--- src/rtl/fifo_pkg.sv ---
// rtl/fifo_pkg.sv - shared state type and FIFO constants for the read-side drain engine
package fifo_pkg;

  typedef enum logic [1:0] {
    IDLE  = 2'd0,
    BURST = 2'd1,
    DRAIN = 2'd2
  } fifo_state_e;

  localparam int FIFO_DATA_W = 128;
  localparam int FIFO_CNT_W  = 4;
  localparam int FIFO_RD_LAT = 1;

endpackage

--- src/rtl/skid_buf2.sv ---
// rtl/skid_buf2.sv - 2-entry in-order register buffer; head entry drives the stream
module skid_buf2 #(
  parameter int W = 129
) (
  input  logic         clk,
  input  logic         rst,
  input  logic         push,
  input  logic [W-1:0] push_data,
  input  logic         pop,
  output logic [W-1:0] head_data,
  output logic         head_valid,
  output logic [1:0]   occ
);

  logic [W-1:0] e0;
  logic [W-1:0] e1;
  logic [1:0]   cnt;
  logic         pop_ok;
  logic         push_ok;

  assign pop_ok  = pop && (cnt != 2'd0);
  assign push_ok = push && ((cnt != 2'd2) || pop_ok);

  always_ff @(posedge clk) begin
    if (rst) begin
      e0  <= '0;
      e1  <= '0;
      cnt <= 2'd0;
    end else begin
      case ({push_ok, pop_ok})
        2'b11: begin
          // occupancy unchanged: new word lands behind whatever stays resident
          if (cnt == 2'd1) begin
            e0 <= push_data;
          end else begin
            e0 <= e1;
            e1 <= push_data;
          end
        end
        2'b10: begin
          if (cnt == 2'd0) e0 <= push_data;
          else             e1 <= push_data;
          cnt <= cnt + 2'd1;
        end
        2'b01: begin
          e0  <= e1;
          cnt <= cnt - 2'd1;
        end
        default: ;
      endcase
    end
  end

  assign head_data  = e0;
  assign head_valid = (cnt != 2'd0);
  assign occ        = cnt;

endmodule

--- src/rtl/fifo_burst_unloader.sv ---
// rtl/fifo_burst_unloader.sv - drains bursts from the dual-clock FIFO read port onto a valid/ready stream
module fifo_burst_unloader
  import fifo_pkg::*;
#(
  parameter int DATA_W    = FIFO_DATA_W,
  parameter int CNT_W     = FIFO_CNT_W,
  parameter int BURST_LEN = 4,
  parameter int BCNT_W    = 16
) (
  input  logic              rd_clk,
  input  logic              rst,
  output logic              fifo_rd_en,
  input  logic [DATA_W-1:0] fifo_dout,
  input  logic              fifo_empty,
  input  logic              fifo_valid,
  input  logic              fifo_underflow,
  input  logic [CNT_W-1:0]  fifo_rd_data_count,
  input  logic              flush,
  output logic [DATA_W-1:0] out_data,
  output logic              out_valid,
  input  logic              out_ready,
  output logic              out_last,
  output logic              busy,
  output logic              err_underflow,
  output logic [BCNT_W-1:0] burst_done_cnt
);

  localparam int IF_W = $clog2(FIFO_RD_LAT + 2);

  fifo_state_e       state;
  fifo_state_e       state_nxt;
  logic [CNT_W-1:0]  blen;
  logic [CNT_W-1:0]  issued;
  logic [CNT_W-1:0]  pushed;
  logic [IF_W-1:0]   inflight;
  logic              rst_q;
  logic              err_q;
  logic [BCNT_W-1:0] done_q;

  logic [DATA_W:0]   head;
  logic              head_valid;
  logic              head_last;
  logic [1:0]        occ;
  logic [2:0]        credit;
  logic              take;
  logic              stray;
  logic              accept;
  logic              tag_last;
  logic              start_full;
  logic              start_flush;

  // a returning word is only ours if a read is outstanding; anything else is stray
  assign take     = fifo_valid && (inflight != '0);
  assign stray    = fifo_valid && (inflight == '0) && !rst_q;
  assign accept   = head_valid && out_ready;
  assign tag_last = (pushed == blen - CNT_W'(1));

  assign start_full  = (fifo_rd_data_count >= CNT_W'(BURST_LEN));
  assign start_flush = flush && !fifo_empty && (fifo_rd_data_count != '0);

  // buffer slots already spoken for, crediting the word leaving this cycle
  assign credit = 3'(occ) + 3'(inflight) - 3'(accept);

  skid_buf2 #(.W(DATA_W + 1)) u_skid (
    .clk        (rd_clk),
    .rst        (rst),
    .push       (take),
    .push_data  ({tag_last, fifo_dout}),
    .pop        (accept),
    .head_data  (head),
    .head_valid (head_valid),
    .occ        (occ)
  );

  always_ff @(posedge rd_clk) begin
    if (rst) state <= IDLE;
    else     state <= state_nxt;
  end

  always_comb begin
    state_nxt  = state;
    fifo_rd_en = 1'b0;
    case (state)
      IDLE: begin
        if (start_full || start_flush) state_nxt = BURST;
      end
      BURST: begin
        fifo_rd_en = !fifo_empty && (issued < blen) && (credit < 3'd2);
        if (fifo_rd_en && (issued == blen - CNT_W'(1))) state_nxt = DRAIN;
      end
      DRAIN: begin
        if (accept && head_last) state_nxt = IDLE;
      end
      default: state_nxt = IDLE;
    endcase
  end

  always_ff @(posedge rd_clk) begin
    if (rst) begin
      blen     <= '0;
      issued   <= '0;
      pushed   <= '0;
      inflight <= '0;
      rst_q    <= 1'b1;
      err_q    <= 1'b0;
      done_q   <= '0;
    end else begin
      rst_q    <= 1'b0;
      inflight <= inflight + IF_W'(fifo_rd_en) - IF_W'(take);
      if ((state == IDLE) && (state_nxt == BURST)) begin
        blen   <= start_full ? CNT_W'(BURST_LEN) : fifo_rd_data_count;
        issued <= '0;
        pushed <= '0;
      end else begin
        if (fifo_rd_en) issued <= issued + CNT_W'(1);
        if (take)       pushed <= pushed + CNT_W'(1);
      end
      if (fifo_underflow || stray) err_q <= 1'b1;
      if ((state == DRAIN) && accept && head_last) done_q <= done_q + BCNT_W'(1);
    end
  end

  assign head_last      = head[DATA_W];
  assign out_data       = head[DATA_W-1:0];
  assign out_valid      = head_valid;
  assign out_last       = head_valid && head_last;
  assign busy           = (state != IDLE);
  assign err_underflow  = err_q;
  assign burst_done_cnt = done_q;

endmodule
--- config.mk ---
export PLATFORM = sky130hd
export DESIGN_NAME = fifo_burst_unloader
export DESIGN_NICKNAME = d
export VERILOG_FILES = /design/src/rtl/fifo_pkg.sv /design/src/rtl/skid_buf2.sv /design/src/rtl/fifo_burst_unloader.sv
export SDC_FILE = /design/constraint.sdc
export NUM_CORES = 1
export LEC_CHECK = 0
export BUFFER_PORTS_ARGS = -buffer_cell sky130_fd_sc_hd__buf_2
export CAP_MARGIN = 10
export CORE_MARGIN = 4
export CORE_UTILIZATION = 45
export DETAILED_ROUTE_END_ITERATION = 8
export PLACE_DENSITY = 0.65
export SYNTH_ARGS = -nofsm -noshare
export SYNTH_HDL_FRONTEND = slang
export SYNTH_SLANG_ARGS = --single-unit
--- constraint.sdc ---
create_clock -name rd_clk -period 3.95 [get_ports rd_clk]
set_clock_uncertainty 0.05 [all_clocks]
set_input_delay 0.395 -clock rd_clk [delete_from_list [all_inputs] [get_ports rd_clk]]
set_output_delay 0.395 -clock rd_clk [all_outputs]
set_load 0.05 [all_outputs]
==> qor.csv <==
stage,metric,value,unit
routing,vias_per_cell,5.48,
worst_setup_path,critPathArrivalTime,3260,ps
cts,clock_latency,490,ps
cts,cts_buffer_depth,3,
timing,tightest_slew,837,ps
status,outcome,"finished, final reports clean",
cts,clockRootBuffer,clkbuf_16,
yosys,synth_area,13300,um2
global_route,grt_max_degree,165,
routing,route.vias.total,11800,
die,coreArea,28900,um2
global_route,gr-usage-all-layers,0.211,
power_and_ir_drop,fin_total_pwr,12.5,mW
hold_path,holdCritPathClass,in -> reg,
cells_and_area,syn_to_final_growth,13.8,%
timing,hold_viol,0,
cts,cts_tree,built,
worst_setup_path,critPathRequiredTime,3500,ps
timing,rsz0062_at_grt,no,
placement,place_congestion,0.751,
global_route,grt_pass1_wl,58.7,mm
routing,wire_per_inst,16.7,um
die,die_h,180,um
flow_run,drv_cap,0,
cts,cts_inserted_buffers,34,
power_and_ir_drop,p_per_area,827,nW/um2
yosys,ys_warn_count,0,
timing,setup_viol,0,
cells_and_area,layout.nets,1889,
worst_setup_path,startpoint_type,register,
power_and_ir_drop,p_leak,5.42,nW
cts,cts.reportedPaths.clkPinSlew,60,ps
yosys,ys_seq_area_frac,0.443,
yosys,synthesis.area_per_instance,7.95,um2
timing,tns,0,ps
worst_setup_path,cp_max_fo,8,
yosys,ys_types,50,
cts,clock_sinks,294,
timing,slew_headroom,0.442,
placement,numPortBuffers,287,
timing,finalCriticalPeriod,3710,ps
yosys,yosys.area.top_type,dfxtp_1,
routing,firstDrtPassIters,5,
worst_setup_path,cp-end-kind,primary output,
cells_and_area,drive_above_1_share,0.214,
yosys,async_flop_share,0,
placement,dpl-instance-area,13900,um2
die,std_cell_rows,62,
timing,clock.fmax,0.270,GHz
placement,dp_hpwl,20.9,mm
yosys,synth-main-ff-cell,dfxtp_1,
global_route,grt_pass1_vias,11400,
yosys,synth-seq-cells,294,
yosys,synthCells,1671,
global_route,globalRouteOverflowTotal,0,
yosys,synth_edf_count,0,
worst_setup_path,worstSetupPathType,reg -> out,
cts,cts_setup_buffers,0,
timing,finalCritPeriodShare,0.939,
cells_and_area,final_area,15100,um2
yosys,yosys.area.top_type_share,0.443,
timing,slew_violations,0,
die,initial_utilization,0.459,
die,chipWidth,180,um
routing,remaining_drc_errors,0,
routing,postRouteAntennaNets,0,
yosys,syn_nets,1826,
power_and_ir_drop,ir_worst_vdd,0.000767,V
cts,cts.htree.levels,2,
global_route,antenna_found_initial,9,
routing,drt-total-wl,36.0,mm
yosys,synth_area_leaders,"dfxtp_1 44%, a311oi_1 8.4%, nand2_1 7.5%",
cts,hold_buffers,0,
die,die-area,32300,um2
die,io_pins,288,
routing,drt_iter0_markers,897,
final timing paths:
check	startpoint	endpoint	slack [ps]	cells past startpoint
setup / recovery	u_skid.occ[1]	fifo_rd_en	240	11
hold reg to reg	u_skid.e1[23]	u_skid.e1[23]	400	2
setup reg to reg	u_skid.occ[1]	issued[3]	640	12
hold / removal	fifo_underflow	err_underflow	60	3
critical path, stage by stage, from the launching register on:
cell and delay [ps]:
dfxtp_1 330, inv_1 130, ha_2 270, nand2b_4 220, inv_4 80, ha_1 270, nand2b_1 160, fa_1 500
nor4bb_2 260, nand3_1 170, nor2_2 150, buf_4 220
flip-flops by register name (all words and copies together) (netlist names):
signal / count
u_skid.occ: 2
state: 2
err_underflow: 1
blen: 4
u_skid.e1: 129
issued: 4
rst_q: 1
u_skid.head_data: 129
inflight: 2
burst_done_cnt: 16
pushed: 4
what timing repair did:
| action | in CTS | in global routing |
|---|---|---|
| resized for setup | 3 | 3 |
| endpoints found under the setup margin | 1 | 1 |
| pin swaps | 0 | 0 |
| cloned | 0 | 0 |
logic make-up (layout without fill, tap and decap cells):
logic type,Yosys count,count (layout),synth area share
simple gates,599,599,0.195
compound gates,443,443,0.207
buf+inv,296,385,0.122
flops,294,294,0.443
xor+xnor,22,22,0.0155
fa+ha+maj,16,16,0.0156
mux,1,1,0.000848
other cells,0,5,0
layout by cell type, fill, tap and decap left out, types with 4 or more instances in the layout:
cell type	netlist	final
o21ai_0	146	146
dfxtp_1	294	294
clkinv_2	0	5
xnor2_1	16	16
buf_4	129	11
or3_1	9	8
clkbuf_8	0	9
buf_12	0	5
nor3_1	5	4
or4_1	6	6
clkbuf_1	112	7
xor2_1	5	5
nand3_1	139	138
clkbuf_16	0	37
nor2_1	148	147
diode_2	0	5
ha_1	15	14
buf_2	24	285
a21oi_1	150	150
nand2_1	267	267
nand4_1	5	5
a311oi_1	128	128
inv_1	19	19
o31ai_1	6	6
power by group:
part           switching, mW  leakage (nW)  internal (mW)
logic                   4.00          2.45           1.33
registers              0.332          2.39           3.56
clock network           1.23         0.584           2.05
layout make-up:
| cell class | instances | area [um2] |
|---|---|---|
| diodes | 5 | 12.5 |
| clock buffers | 52 | 1060 |
| clock inverters | 10 | 130 |
| fillers | 2822 | 13800 |
| inverters | 21 | 81.3 |
| multi-input cells | 1081 | 5840 |
| flip-flops and latches | 294 | 5890 |
| well taps | 384 | 480 |
| repair buffers | 302 | 1620 |
per-stage QoR:
| stage | hold slack, ps | util | setup slack, ps | instances |
|---|---|---|---|---|
| 6_report | 63.3 | 0.522 | 242 | 2149 |
| 5_1_grt | 78.9 | 0.522 | 23.1 | 2149 |
| 4_1_cts | 41.6 | 0.522 | 37.3 | 2144 |
| 3_5_place_dp | 397 | 0.480 | 445 | 2082 |
| 3_3_place_gp | 392 | 0.480 | 531 | 2082 |
| 2_1_floorplan | 373 | - | 110 | 1671 |
Yosys cell counts, types with 6 or more instances:
master    count
a21oi_1     150
a311oi_1    128
buf_1        10
buf_2        24
buf_4       129
clkbuf_1    112
dfxtp_1     294
ha_1         15
inv_1        19
nand2_1     267
nand3_1     139
nor2_1      148
o21ai_0     146
o31ai_1       6
or3_1         9
or4_1         6
xnor2_1      16
routing by layer:
layer  global-route usage  routed length, um  up-vias
met5                    0                 55        -
met4               0.0689               1020        8
met3               0.0471               2480       66
met2                0.349              16900      350
met1                0.274              15500     5517
li1                     -                  -     5835
No activity file was read; power rests on OpenSTA's default activity.
